==> config.mk <==
export PLATFORM = sky130hd
export DESIGN_NAME = hazard_ctrl
export DESIGN_NICKNAME = d
export VERILOG_FILES = /design/src/rtl/hazard_pkg.sv /design/src/rtl/hazard_ctrl_fpu_lat_counter.sv /design/src/rtl/hazard_ctrl.sv
export SDC_FILE = /design/constraint.sdc
export NUM_CORES = 1
export LEC_CHECK = 0
export CORE_MARGIN = 2
export CORE_UTILIZATION = 44
export DETAILED_ROUTE_END_ITERATION = 8
export GPL_ROUTABILITY_DRIVEN = 0
export MAX_ROUTING_LAYER = met4
export PLACE_DENSITY = 0.75
export REMOVE_ABC_BUFFERS = 1
export SKIP_CTS_REPAIR_TIMING = 1
export SYNTH_ARGS = -nofsm -noshare
export SYNTH_HDL_FRONTEND = slang
export SYNTH_SLANG_ARGS = --single-unit
export TNS_END_PERCENT = 1
==> constraint.sdc <==
create_clock -name clk -period 2.05 [get_ports clk]
set_clock_uncertainty 0.05 [all_clocks]
set_input_delay 0.205 -clock clk [delete_from_list [all_inputs] [get_ports clk]]
set_output_delay 0.205 -clock clk [all_outputs]
set_load 0.01 [all_outputs]
==> src/rtl/hazard_pkg.sv <==
// Shared types and helpers for the DLX pipeline interlock/forwarding controller.
package hazard_pkg;

    localparam logic [1:0] FWD_REG   = 2'b00;
    localparam logic [1:0] FWD_EXMEM = 2'b01;
    localparam logic [1:0] FWD_MEMWB = 2'b10;

    // Tracking entries carry a fixed-width specifier; REG_AW at the top must not exceed this.
    localparam int TRK_AW = 8;

    typedef struct packed {
        logic              valid;
        logic [TRK_AW-1:0] rd;
        logic              fp;
        logic              regwe;
        logic              load;
    } track_entry_t;

    // GPR r0 is hard-wired zero and never produces a hazard; FPR f0 is a real register.
    function automatic logic src_match(input track_entry_t e, input logic [TRK_AW-1:0] src,
                                       input logic src_fp, input logic used);
        return used & e.valid & e.regwe & (e.rd == src) & (e.fp == src_fp) &
               (src_fp | (src != '0));
    endfunction

endpackage

==> src/rtl/hazard_ctrl_fpu_lat_counter.sv <==
// Busy timer for long FPU ops: loads FPU_LAT-1 on issue, counts down to zero.
module fpu_lat_counter #(
    parameter int FPU_LAT = 4
) (
    input  logic clk,
    input  logic rst,
    input  logic load,
    input  logic dec,
    output logic busy
);

    logic [3:0] count;

    always_ff @(posedge clk or posedge rst) begin
        if (rst)
            count <= '0;
        else if (load)
            count <= 4'(FPU_LAT - 1);
        else if (dec && count != '0)
            count <= count - 4'd1;
    end

    assign busy = (count != '0);

endmodule

==> src/rtl/hazard_ctrl.sv <==
// Interlock/forwarding controller for the 5-stage DLX pipeline with FPU busy interlock.
// Define HAZARD_FWD_EN to enable EX/MEM and MEM/WB forwarding; otherwise RAW hazards stall.
module hazard_ctrl
    import hazard_pkg::*;
#(
    parameter int REG_AW  = 5,
    parameter int FPU_LAT = 4
) (
    input  logic              clk,
    input  logic              rst,
    input  logic              id_valid,
    input  logic [REG_AW-1:0] id_rs1,
    input  logic [REG_AW-1:0] id_rs2,
    input  logic              id_use_rs1,
    input  logic              id_use_rs2,
    input  logic              id_rs1_fp,
    input  logic              id_rs2_fp,
    input  logic [REG_AW-1:0] id_rd,
    input  logic              id_rd_fp,
    input  logic              id_regwe,
    input  logic              id_load,
    input  logic              id_fpu,
    input  logic              id_fpu_long,
    input  logic              ex_branch_taken,
    output logic              stall_if_id,
    output logic              bubble_ex,
    output logic              flush_if_id,
    output logic [1:0]        fwd_a,
    output logic [1:0]        fwd_b,
    output logic              fpu_busy
);

    track_entry_t      ex_e, mem_e, wb_e, id_e, fpu_e;
    logic [REG_AW-1:0] fpu_rd;
    logic              fpu_rd_fp;
    logic [TRK_AW-1:0] rs1_x, rs2_x, rd_x;
    logic              ex_m1, ex_m2, mem_m1, mem_m2, fpu_m1, fpu_m2;
    logic              load_use, fpu_stall, data_stall, hazard, fpu_load;

    assign rs1_x = TRK_AW'(id_rs1);
    assign rs2_x = TRK_AW'(id_rs2);
    assign rd_x  = TRK_AW'(id_rd);

    assign id_e  = '{valid: id_valid, rd: rd_x, fp: id_rd_fp, regwe: id_regwe, load: id_load};
    assign fpu_e = '{valid: fpu_busy, rd: TRK_AW'(fpu_rd), fp: fpu_rd_fp, regwe: 1'b1, load: 1'b0};

    assign ex_m1  = src_match(ex_e,  rs1_x, id_rs1_fp, id_use_rs1);
    assign ex_m2  = src_match(ex_e,  rs2_x, id_rs2_fp, id_use_rs2);
    assign mem_m1 = src_match(mem_e, rs1_x, id_rs1_fp, id_use_rs1);
    assign mem_m2 = src_match(mem_e, rs2_x, id_rs2_fp, id_use_rs2);
    assign fpu_m1 = src_match(fpu_e, rs1_x, id_rs1_fp, id_use_rs1);
    assign fpu_m2 = src_match(fpu_e, rs2_x, id_rs2_fp, id_use_rs2);

    assign load_use  = ex_e.load & (ex_m1 | ex_m2);
    // Structural, RAW and WAW against the long op all hold ID until the FPU drains.
    assign fpu_stall = fpu_busy & (id_fpu | fpu_m1 | fpu_m2 |
                       (id_regwe & (rd_x == fpu_e.rd) & (id_rd_fp == fpu_rd_fp)));

`ifdef HAZARD_FWD_EN
    assign data_stall = 1'b0;
    assign fwd_a = (ex_m1 & ~ex_e.load) ? FWD_EXMEM : mem_m1 ? FWD_MEMWB : FWD_REG;
    assign fwd_b = (ex_m2 & ~ex_e.load) ? FWD_EXMEM : mem_m2 ? FWD_MEMWB : FWD_REG;
`else
    assign data_stall = ex_m1 | ex_m2 | mem_m1 | mem_m2;
    assign fwd_a = FWD_REG;
    assign fwd_b = FWD_REG;
`endif

    assign hazard      = id_valid & (load_use | fpu_stall | data_stall);
    assign flush_if_id = ex_branch_taken;
    assign stall_if_id = hazard & ~ex_branch_taken;
    assign bubble_ex   = hazard | ex_branch_taken;
    assign fpu_load    = id_valid & id_fpu_long & ~hazard & ~ex_branch_taken;

    // Long ops bypass EX tracking; their destination lives in fpu_rd while busy.
    always_ff @(posedge clk or posedge rst) begin
        if (rst) begin
            ex_e      <= '0;
            mem_e     <= '0;
            wb_e      <= '0;
            fpu_rd    <= '0;
            fpu_rd_fp <= 1'b0;
        end else begin
            ex_e  <= (id_valid & ~bubble_ex & ~id_fpu_long) ? id_e : '0;
            mem_e <= ex_e;
            wb_e  <= mem_e;
            if (fpu_load) begin
                fpu_rd    <= id_rd;
                fpu_rd_fp <= id_rd_fp;
            end
        end
    end

    // WB is tracked for completeness; the write-before-read file makes it hazard-free.
    logic unused_trk;
    assign unused_trk = ^{wb_e, mem_e.load};

    fpu_lat_counter #(.FPU_LAT(FPU_LAT)) u_fpu_cnt (
        .clk  (clk),
        .rst  (rst),
        .load (fpu_load),
        .dec  (1'b1),
        .busy (fpu_busy)
    );

endmodule

==> metrics.cfg <==
[status]
status=finished with violations
violations=setup timing

[worst_setup_path]
cp.arrival_ns=1.98
crit_path_max_incr_delay_ns=0.44
crit_chain=xor2_1, nor4_2, nand4_1, o211ai_1, a211oi_2, nor3_1, buf_2
end_kind=output port
critPathSlowestCell=dfrtp_1
crit_type=reg -> out
startpoint_type=flop
cp_max_fo=3
cp_data_required_time_ns=1.79

[sta]
timing.final.ws_setup_ns=-0.1889
hold_viol=0
hold_ws_ns=0.1652
slew_viol_final=0
finalWorstPathRequiredPeriod_ns=2.239
finalSetupViolCount=9
rsz0062_at_grt=true
max_freq_mhz=446.7
fin_crit_sh_pct=109.2
setup_tns_ns=-1.234

[power]
power_frac_clock_pct=19.6
p_switching_uw=589.5
pwr_density_cell_nw_per_um2=814.2
combinationalPowerShare_pct=40.0
leakage_nw=0.9709
p_int_mw=1.226
peakVddDrop_mv=0.5111
power_switching_share_pct=32.47
share_seq_of_total_power_pct=40.4

[yosys]
yosys-top-cells-area=dfrtp_1, xnor2_1, xor2_1, mux2_2, a2111oi_4
netlist_area_um2=1538
synth_top_area_share_pct=42.31
synth_edf_count=0
ys_seq_elements=26
synth_common_cells=xnor2_1, dfrtp_1, xor2_1
syn_inst=141
yosysSeqAreaShare_pct=42.31
synth.most_common_cell=xnor2_1
synth_cell_types=27
syn_avg_cell_area_um2=10.91
yosysWarnings=0
yosysTopAreaCell=dfrtp_1
synth_flop_cell=dfrtp_1
async_flop_share_pct=100.0

[die]
initial_core_util_pct=46.08
core_area_um2=3337
pin_count=36
row_count=21
dieArea_um2=3984
die_h_um=63.12
die_w_um=63.12

[cells_and_area]
diodes=0
drive_above_1_share_pct=30.73
multiInputGateArea_um2=908.4
nNetsFinal=236
seqCellArea_um2=653.1
fillers=278
syn2layout_area_growth_pct=45.00

[routing]
postRouteAntennaNets=0
wl_um=3797
drt_first_iter_violations=26
dr.pass1.iters=4
drc=0
vias=1289
wl_per_cell_um=15.13
vias_per_cell=5.135

[cts]
cts_num_sinks=26
clkSlewWorstSetupHoldPaths_ns=0.15
cts_buffers=3
cts-root-buf=clkbuf_4
clkLatencyLatePin_ns=0.32
cts_max_level=1
cts_max_path_buffers=2
cts_tree=yes

[global_route]
grt_max_degree=27
grt_pass1_wl_um=6285
grt_overflow_total=0
first_global_vias=1368
grt_usage_pct=20.94
antenna_found_initial=0

[placement]
hpwl_um=2974
port_buffers=30
place_ws_ns=-0.8893

[job]
max_cap_viol_count=0

[worst_hold_path]
hold_path_class=in -> async

-- cell families after synthesis --
group           count (synthesis)  share of synthesized area, %
compound gates                  9                         6.591
simple gates                   44                         16.35
buf+inv                         9                         3.417
mux                             6                         4.394
other cells                     1                        0.2439
xor+xnor                       44                         25.06
fa+ha+maj                       2                         1.627
flops                          26                         42.31
-- flip-flops by register name, indices dropped and copies added (netlist names) --
signal,cells
u_fpu_cnt.count,4
fpu_rd,5
mem_e,8
ex_e,8
fpu_rd_fp,1
-- routing by layer --
layer | vias to the layer above | global-route usage (%) | wire length (µm)
li1 | 607 | - | -
met4 | 0 | 6.389 | 36
met3 | 6 | 3.393 | 146
met1 | 645 | 24.80 | 1585
met2 | 31 | 36.57 | 2028
met5 | - | - | 0
-- power groups by stage --
stage	combinational, mW	clock, mW	sequential (mW)
after detailed placement	0.698	0	0.737
final	0.726	0.356	0.734
after global routing	0.801	0.384	0.750
after CTS	0.703	0.360	0.727
after global placement	0.667	0	0.728
after floorplan	0.399	0	0.711
-- worst paths after layout --
| check | depth (start not counted) | to | startpoint | slack (ns) |
|---|---|---|---|---|
| max in group asynchronous | 3 | fpu_rd[3] | rst | 1.52 |
| min | 3 | mem_e[5] | rst | 0.17 |
| min reg2reg | 0 | mem_e[11] | ex_e[11] | 0.38 |
| min in group clk | 0 | mem_e[11] | ex_e[11] | 0.38 |
| max | 7 | stall_if_id | ex_e[5] | -0.19 |
| max reg2reg | 8 | fpu_rd[4] | ex_e[5] | -0.13 |
-- layout make-up --
cell class              instances  share of cell area (%)
multi-input cells             109                   40.74
well taps                      46                   2.581
clock inverters                 1                   1.347
repair buffers                 62                   24.35
inverters                       4                  0.6734
clock buffers                   3                   1.010
flip-flops and latches         26                   29.29
-- worst max-delay path: cells and delay by family, from the launching register on --
family | cells | cell delay, ns
AOI/OAI and AO/OA | 2 | 0.27
DFF | 1 | 0.44
buffers and inverters | 1 | 0.17
and+or+nand+nor | 3 | 0.60
xor gates and xnor gates | 1 | 0.17
-- through the flow --
step | util, % | total power, mW | cells | instance area [µm²]
floorplan | - | 1.110 | 139 | 1511
global placement | 62.77 | 1.395 | 245 | 2095
global route | 66.82 | 1.935 | 251 | 2230
detailed placement | 62.77 | 1.435 | 245 | 2095
finish | 66.82 | 1.815 | 251 | 2230
CTS | 64.34 | 1.790 | 249 | 2147
-- layout by cell type, fill, tap and decap left out, types with 2 or more instances in the layout --
master	count
a2111oi_4	2
and2_1	7
buf_2	2
buf_4	30
buf_6	2
clkbuf_4	3
clkdlybuf4s50_1	23
conb_1	4
dfrtp_1	24
dfrtp_2	2
dlymetal6s2s_1	4
inv_1	2
inv_2	2
mux2_2	6
nand2_1	3
nand2b_1	2
nand3_1	5
nand4_1	8
nor2_1	4
nor3_1	3
nor4_2	5
or3_1	2
xnor2_1	28
xor2_1	15
Note: power is estimated with default switching activity, not from simulation.
